--- src/rtl/pmod_da2_tx.sv ---
// PmodDA2 (DAC121S101-class) serial transmitter: one 16-bit frame per accepted sample,
// MSB first on sync_n/sck/mosi, followed by an enforced inter-frame gap.
module pmod_da2_tx #(
  parameter int CLK_DIV = 2,
  parameter int GAP_CYC = 4
) (
  input  logic        clk,
  input  logic        rst_n,
  input  logic        s_valid,
  output logic        s_ready,
  input  logic [11:0] s_data,
  input  logic [1:0]  s_pd,
  output logic        sck,
  output logic        sync_n,
  output logic        mosi,
  output logic        busy,
  output logic        done
);

  typedef enum logic [1:0] {
    IDLE  = 2'd0,
    SHIFT = 2'd1,
    GAP   = 2'd2
  } state_t;

  localparam logic [7:0] HALF_RELOAD = 8'(CLK_DIV - 1);
  localparam logic [7:0] GAP_RELOAD  = 8'(GAP_CYC - 1);

  state_t      state_q, state_d;
  logic [15:0] shift_q, shift_d;
  logic [3:0]  bit_q, bit_d;
  logic [7:0]  half_q, half_d;
  logic [7:0]  gap_q, gap_d;
  logic        sck_q, sck_d;
  logic        sync_q, sync_d;
  logic        done_q, done_d;

  logic [15:0] frame_word;
  logic        rise_now;
  logic        last_rise;

  assign frame_word = {2'b00, s_pd, s_data};
  assign rise_now   = (state_q == SHIFT) && (half_q == 8'd0) && !sck_q;
  assign last_rise  = rise_now && (bit_q == 4'd15);

  // State register and all datapath registers
  always_ff @(posedge clk) begin
    if (!rst_n) begin
      state_q <= IDLE;
      shift_q <= '0;
      bit_q   <= '0;
      half_q  <= '0;
      gap_q   <= '0;
      sck_q   <= 1'b1;
      sync_q  <= 1'b1;
      done_q  <= 1'b0;
    end else begin
      state_q <= state_d;
      shift_q <= shift_d;
      bit_q   <= bit_d;
      half_q  <= half_d;
      gap_q   <= gap_d;
      sck_q   <= sck_d;
      sync_q  <= sync_d;
      done_q  <= done_d;
    end
  end

  always_comb begin
    state_d = state_q;
    unique case (state_q)
      IDLE:    if (s_valid) state_d = SHIFT;
      SHIFT:   if (last_rise) state_d = GAP;
      GAP:     if (gap_q == 8'd0) state_d = IDLE;
      default: state_d = IDLE;
    endcase
  end

  always_comb begin
    shift_d = shift_q;
    bit_d   = bit_q;
    half_d  = half_q;
    gap_d   = gap_q;
    sck_d   = sck_q;
    sync_d  = sync_q;
    done_d  = 1'b0;
    unique case (state_q)
      IDLE: begin
        if (s_valid) begin
          shift_d = frame_word;
          bit_d   = 4'd0;
          half_d  = HALF_RELOAD;
          sck_d   = 1'b1;
          sync_d  = 1'b0;
        end
      end
      SHIFT: begin
        if (half_q == 8'd0) begin
          half_d = HALF_RELOAD;
          sck_d  = ~sck_q;
          // mosi only moves on the rising sck edge, keeping it stable around each falling edge
          if (!sck_q) begin
            if (bit_q == 4'd15) begin
              shift_d = '0;
              sync_d  = 1'b1;
              done_d  = 1'b1;
              gap_d   = GAP_RELOAD;
            end else begin
              bit_d   = bit_q + 4'd1;
              shift_d = {shift_q[14:0], 1'b0};
            end
          end
        end else begin
          half_d = half_q - 8'd1;
        end
      end
      GAP: begin
        if (gap_q != 8'd0) gap_d = gap_q - 8'd1;
      end
      default: begin
        shift_d = '0;
      end
    endcase
  end

  // The shift register MSB is the serial data line; it is cleared at frame end.
  assign s_ready = (state_q == IDLE);
  assign busy    = (state_q != IDLE);
  assign sck     = sck_q;
  assign sync_n  = sync_q;
  assign mosi    = shift_q[15];
  assign done    = done_q;

endmodule

--- config.mk ---
export PLATFORM = sky130hd
export DESIGN_NAME = pmod_da2_tx
export DESIGN_NICKNAME = d
export VERILOG_FILES = /design/src/rtl/pmod_da2_tx.sv
export SDC_FILE = /design/constraint.sdc
export NUM_CORES = 1
export LEC_CHECK = 0
export CAP_MARGIN = 40
export CORE_ASPECT_RATIO = 0.5
export CORE_MARGIN = 3
export CORE_UTILIZATION = 50
export CTS_BUF_LIST = sky130_fd_sc_hd__clkbuf_16
export CTS_CLUSTER_SIZE = 8
export DETAILED_ROUTE_END_ITERATION = 7
export GPL_TIMING_DRIVEN = 0
export PLACE_DENSITY = 0.76
export SYNTH_ARGS = -nofsm -noshare
export SYNTH_HDL_FRONTEND = slang
export SYNTH_SLANG_ARGS = --single-unit
--- constraint.sdc ---
create_clock -name clk -period 2.4 [get_ports clk]
set_input_delay 0.48 -clock clk [delete_from_list [all_inputs] [get_ports clk]]
set_output_delay 0.48 -clock clk [all_outputs]
set_load 0.05 [all_outputs]
==> summary.txt, run 1 <==
Timing
  • Worst Tran Pin Value: 0.6312 ns
  • Final setup fails: 0
  • Final min period: around 2.2 ns
  • Setup tns final: 0 ns
  • Slew HR: between 50% and 60%
  • Hold Vio Cnt, Final: 0
  • Final Slew Violations: 0
  • Maximum clock frequency: around 0.46 GHz
  • Clk_skew: about 0.0055 ns
  • Fin crit share: approximately nine tenths
  • RSZ-0062 raised after global routing: no

Yosys
  • Post-Syn Nets: about 240
  • Top FF cell, synth: dfxtp_1
  • Synth Register Bits: 41
  • Syn_area_per_cell: about 9 um^2
  • Post-synth cell types: 44
  • Asr flop ratio synth: 0%
  • Number of synthesized flops with an enable pin: 0
  • Mapped Cells: 222
  • YS warnings: 0
  • Synthesized area: approximately 0.0020 mm^2
  • Register area share after synthesis: just over 40%

Global route
  • Largest net degree at the start of global routing: 13
  • Vias in the first global route: between 1500 and 2000
  • Congestion Overflow GR: 0
  • Global-route total usage across every layer: 19.34%
  • Initial antenna violation count: 0
  • First-pass GRT wire length: ~7200 um

Placed design
  • I/O Buffers: 22
  • Placed cells: slightly below 300
  • RD Place Congestion: roughly 0.8
  • Hpwl dp: around 2900 um

Critical path
  • CP Max Fanout: 8
  • Worst-path cell chain: or2_2, clkdlybuf4s50_1
  • Family with the most delay on the worst path: buffers and inverters
  • Crit path kind: reg2out
  • R2r setup slk: around 0.50 ns
  • Reg2reg start: half_q[0]
  • CP arrival: 1.71 ns
  • Worst Path Required: between 1.5 and 2 ns
  • Critical path buffers and inverters: 1
  • CP peak stage delay: about 0.8 ns
  • Worst Setup Start Kind: flip-flop
  • Worst R2R Path Depth: 6
  • Crit end category: output pin
  • Crit path max-delay cell type: clkdlybuf4s50_1
  • Reg2reg end: half_q[3]

Layout
  • Area growth from synthesis to layout: 21.51%
  • Number of antenna diodes: 0
  • Layout cells sized above 1: 7.143%
  • Final #Nets: roughly 270
  • Post-Layout Cell Count: 303

Die
  • Die W: between 90 and 100 um
  • DIE AREA: about 0.0048 mm^2
  • Top Ports: 23
  • Die height: 50.48 um
  • Core area: approximately 0.0036 mm^2
  • Starting density of the core: roughly 55%
  • Num rows: 15

Clock tree
  • CTS sink count: 41
  • CTS H-tree depth: 2
  • Root buf cell: clkbuf_16
  • Longest Clk Path Bufs: 2
  • Setup Fix Bufs, Post-CTS: 0
  • Skew-Pair Late Insertion Delay: roughly 0.28 ns
  • CTS tree: yes
  • Num CTS Buffers: 5
  • CTS clk-pin slew, worst paths: about 0.06 ns

Pwr
  • Worst vdd ir: a little under 0.4 mV
  • Power Density: between 600 and 700 mW/mm^2
  • Leakage: just under 0.9 nW

Worst hold path
  • Min-Delay Startpoint: sync_n
  • Hold path endpoint: sync_n
  • Worst hold path type: reg2reg
  • Hold Path Cell Cnt: 1

Route
  • Initial DRC count: 81
  • DRC viols: 0
  • Met2 Wirelength: approximately 1900 um
  • Final ANT Viol Nets: 0
  • Vias per cell: 5.713
  • DRT Wirelength: 4207 um
  • Vias post-DR: 1731
  • Detailed-router iteration count before antenna repair: 4
  • Met3 Wirelength: between 200 and 250 um
  • Met1 WL: about 2000 um
  • Top Layer Used: met4
  • WL/cell: around 14 um

Outcome
  • Outcome: finished, final reports clean

Job
  • Number of max-cap violations: 0
[synth_stat cells (all sizes together), types with 2 or more instances]
cell type,count,area (um^2)
dfxtp,41,820.8
a21oi,25,125.1
nand2,15,56.30
nor2b,15,93.84
o2bb2ai,13,113.9
nor2,12,45.04
inv,8,30.03
nand3,8,40.04
o21ai,6,30.03
a31oi,5,31.28
clkbuf,5,18.77
ha,5,62.56
nor3,5,25.02
xnor2,5,43.79
a211oi,4,30.03
buf,4,20.02
or3,4,25.02
mux2i,3,30.03
nand3b,3,35.03
nor4,3,33.78
o31ai,3,22.52
or4,3,22.52
xor2,3,26.28
a211o,2,17.52
a21o,2,15.01
and4b,2,20.02
nand4,2,12.51
nor3b,2,20.02
o211ai,2,15.01
[metal layers]
layer / track usage, % / up-vias
met5: 0 / -
met2: 30.81 / 39
met1: 25.53 / 807
met3: 5.389 / 7
li1: - / 878
met4: 5.981 / 0
[cell families (layout without fill, tap and decap cells)]
kind of cell    after synthesis  after routing  synth area share (%)
mux                           3              3                 1.518
xor+xnor                      8              8                 3.542
buf+inv                      18             48                 3.669
fa+ha+maj                     5              5                 3.163
simple gates                 78             78                 23.15
flops                        41             41                 41.49
compound gates               69             69                 23.47
[power by group]
group / total [mW] / internal [mW] / leakage, nW / switching [mW]
registers: 0.754 / 0.719 / 0.334 / 0.0347
logic: 0.276 / 0.119 / 0.475 / 0.158
clock network: 0.634 / 0.377 / 0.0748 / 0.257
[registers in the layout (all words and copies together) (netlist names)]
name / count
bit_q: 4
sck: 1
sync_n: 1
half_q: 8
gap_q: 8
done: 1
state_q: 2
shift_q: 16
[through the flow]
stage / cell area, um^2 / setup slack, ns / power (mW) / utilization (%) / hold WS [ns]
2_1_floorplan: 1978 / 0.7127 / 0.9578 / - / 0.4320
5_1_grt: 2404 / 0.1406 / 1.744 / 66.70 / 0.4758
4_1_cts: 2401 / 0.06667 / 1.675 / 66.63 / 0.4639
3_5_place_dp: 2262 / 0.06390 / 1.042 / 62.78 / 0.4479
3_3_place_gp: 2262 / 0.04805 / 1.036 / 62.78 / 0.4336
6_report: 2404 / 0.2139 / 1.665 / 66.70 / 0.4604
[final cells by class]
cell class / count / area, um^2
fillers: 306 / 1200
multi-input cells: 163 / 1085
inverters: 9 / 33.78
well taps: 51 / 63.81
clock inverters: 3 / 13.76
repair buffers: 22 / 222.7
clock buffers: 5 / 125.1
plain buffers: 9 / 38.79
flip-flops and latches: 41 / 820.8
[placed cells by master (no fill, tap or decap), types with 2 or more instances in the layout]
| cell | netlist | layout |
|---|---|---|
| ha_1 | 5 | 5 |
| clkdlybuf4s50_1 | 0 | 21 |
| o31ai_1 | 3 | 3 |
| nor2b_1 | 15 | 15 |
| o2bb2ai_1 | 13 | 13 |
| nand4_1 | 2 | 2 |
| o21ai_0 | 6 | 6 |
| and4b_1 | 2 | 2 |
| xnor2_1 | 5 | 5 |
| buf_2 | 4 | 4 |
| nor4_1 | 2 | 2 |
| a21o_1 | 2 | 2 |
| clkbuf_16 | 0 | 5 |
| a211o_1 | 2 | 2 |
| clkbuf_1 | 5 | 5 |
| or4_1 | 3 | 3 |
| inv_1 | 8 | 9 |
| nor3_1 | 5 | 5 |
| o211ai_1 | 2 | 2 |
| a211oi_1 | 4 | 4 |
| nand3_1 | 8 | 8 |
| mux2i_1 | 3 | 3 |
| xor2_1 | 3 | 3 |
| or3_1 | 4 | 4 |
| nand2_1 | 15 | 15 |
| dfxtp_1 | 41 | 41 |
| nand3b_1 | 2 | 2 |
| a21oi_1 | 25 | 25 |
| a31oi_1 | 5 | 5 |
| nor2_1 | 12 | 12 |
| clkinv_2 | 0 | 2 |
[worst max-delay path by stage]
| stage | startpoint | end | slack (ns) | cells past startpoint |
|---|---|---|---|---|
| final | state_q[0] | busy | 0.21 | 2 |
| after global routing | state_q[0] | busy | 0.14 | 2 |
| after CTS | state_q[0] | s_ready | 0.07 | 3 |
| after detailed placement | rst_n | shift_q[8] | 0.06 | 6 |
| after global placement | rst_n | shift_q[8] | 0.05 | 6 |
| after floorplan | gap_q[0] | gap_q[4] | 0.71 | 6 |
[timing repair]
| item | CTS | global route |
|---|---|---|
| setup endpoints to repair | 0 | 1 |
| resized for setup | 0 | 1 |
| hold buffers | 0 | 0 |
Note: power is estimated with default switching activity, not from simulation.
==> run 2: changes to the inputs <==
==> constraint.sdc (replaced) <==
create_clock -name clk -period 2.55 [get_ports clk]
set_input_delay 0.51 -clock clk [delete_from_list [all_inputs] [get_ports clk]]
set_output_delay 0.51 -clock clk [all_outputs]
set_load 0.05 [all_outputs]
==> run 2 against run 1 <==
Critical endpoint is now s_ready. Largest power group unchanged. Critical path depth is 1 higher. Utilization down 0.070 points. Sequential share of layout area about the same. Clock skew is essentially flat. Highest routed layer unchanged.
==> summary.txt, run 2 (synthesized netlist as in run 1, its figures left out) <==
Outcome
  • Outcome: finished, final reports clean

Timing
  • Maximum clock frequency: between 0.4 and 0.5 GHz
  • Final Hold Slack: roughly 0.46 ns
  • Setup tns final: 0 ns
  • Final min period: roughly 2.4 ns
  • Slew HR: a little under three fifths
  • Fin crit share: around 92%
  • Setup WS post-layout: just under 0.2 ns
  • RSZ-0062 raised after global routing: no
  • Worst Tran Pin Value: ~0.64 ns
  • Clk_skew: about 0.0052 ns
  • Final setup fails: 0
  • Hold Vio Cnt, Final: 0
  • Final Slew Violations: 0

Clock tree
  • CTS tree: yes
  • Skew-Pair Late Insertion Delay: approximately 0.28 ns
  • Num CTS Buffers: 5
  • CTS resizes: 0
  • CTS clk-pin slew, worst paths: around 0.060 ns
  • Longest Clk Path Bufs: 2
  • Setup Fix Bufs, Post-CTS: 0
  • Root buf cell: clkbuf_16
  • CTS H-tree depth: 2
  • CTS Hold Bufs: 0
  • CTS sink count: 41

Layout
  • Most common cell after layout, fill and taps aside: dfxtp_1
  • Final #Nets: 273
  • Design Area, Final: 0.002401 mm^2
  • Layout cells sized above 1: under 10%
  • Area occupied by multi-input gates: 0.001085 mm^2
  • Number of antenna diodes: 0
  • Core Util, Final: roughly two thirds
  • Register area: between 800 and 900 um^2
  • Area growth from synthesis to layout: 21.38%
  • Most frequent cells in the layout: dfxtp_1, a21oi_1, clkdlybuf4s50_1
  • Most flop-heavy register: shift_q
  • Max reg flops: 16
  • Registers with the most flip-flops: shift_q x16, gap_q x8, half_q x8
  • Filler Cell Count: 306

Critical path
  • CP arrival: approximately 1.9 ns
  • Crit path kind: reg2out
  • Crit end category: output pin
  • Worst Path Required: between 2 and 2.5 ns
  • CP Max Fanout: 8
  • Worst Setup Start Kind: flip-flop

Route
  • Vias post-DR: around 1700
  • Detailed-router iteration count before antenna repair: 4
  • Final ANT Viol Nets: 0
  • Vias per cell: about 5.7
  • Initial DRC count: slightly below 80
  • WL/cell: roughly 14 um
  • DRC viols: 0
  • DRT Wirelength: between 4000 and 5000 um

Pwr
  • Clock share of power: 38.1%
  • Sw Pwr: 0.4245 mW
  • Comb power frac: about 17%
  • Power Density: between 600 and 700 mW/mm^2
  • Leakage: 0.8790 nW
  • Reg power frac: between 40 and 50%
  • Net Sw Frac: 27.07%
  • Int Power: around 1.1 mW
  • Worst vdd ir: between 0.3 and 0.4 mV

Global route
  • Initial antenna violation count: 0
  • Congestion Overflow GR: 0
  • GRT busiest layer: met2
  • M2 GR Usage: between 30% and 40%
  • Global-route total usage across every layer: 19.34%
  • Met1 usage: about a quarter
  • First-pass GRT wire length: approximately 7200 um
  • Vias in the first global route: between 1500 and 2000
  • M3 GR Usage: 5.389%
  • Largest net degree at the start of global routing: 13

Placed design
  • I/O Buffers: 22
  • Worst slack, placed: about 0.18 ns
  • RD Place Congestion: roughly 0.78
  • Hpwl dp: between 2000 and 3000 um
  • Placed Area: roughly 0.0023 mm^2

Worst hold path
  • Worst hold path type: reg2reg

Die
  • Die W: between 90 and 100 um
  • Starting density of the core: 54.90%
  • DIE AREA: between 0.004 and 0.005 mm^2
  • Die height: between 50 and 60 um
  • Top Ports: 23
  • Core area: roughly 0.0036 mm^2
  • Num rows: 15

Job
  • Number of max-cap violations: 0
-- run 2: cell types whose count changed in the layout (fill, tap and decap cells not counted), sizes merged --
cell	delta
dlymetal6s2s	-1
clkdlybuf4s50	+1
-- run 2: power groups by stage --
stage | Combinational, mW | Sequential [mW] | Clock, mW
global route | 0.287 | 0.714 | 0.639
floorplan | 0.177 | 0.724 | 0
CTS | 0.260 | 0.709 | 0.608
detailed placement | 0.258 | 0.722 | 0
global placement | 0.254 | 0.721 | 0
finish | 0.261 | 0.709 | 0.598
-- run 2: cell type report --
type / count / area share [%]
multi-input combinational: 163 / 45.18
sequential: 41 / 34.18
timing repair buffer: 22 / 9.171
clock buffer: 5 / 5.211
tap: 51 / 2.658
buffer: 9 / 1.615
inverter: 9 / 1.407
clock inverter: 3 / 0.5732
-- run 2: path summary, 6_finish.rpt --
kind               from   endpoint  slack, ns  depth (start not counted)
min              sync_n     sync_n       0.46                          1
max reg2reg   half_q[0]  half_q[3]       0.64                          6
max          state_q[0]    s_ready       0.19                          3
min reg2reg      sync_n     sync_n       0.46                          1
-- run 2: metal layers --
| layer | wire [um] | up-vias | share of wire (%) |
|---|---|---|---|
| met2 | 1904 | 37 | 45 |
| met5 | 0 | - | 0 |
| li1 | - | 878 | - |
| met3 | 172 | 7 | 4.1 |
| met1 | 2056 | 794 | 49 |
| met4 | 57 | 0 | 1.4 |
-- run 2: worst max-delay path, cell delays in order, from the launching register on --
cell and delay [ns]:
dfxtp_1 0.37, or2_2 0.33, inv_1 0.07, clkdlybuf4s50_1 0.79
-- run 2: through the flow --
stage	std cells	power [mW]
floorplan	222	0.9015
global placement	295	0.9751
detailed placement	295	0.9803
CTS	303	1.577
global route	303	1.641
finish	303	1.568
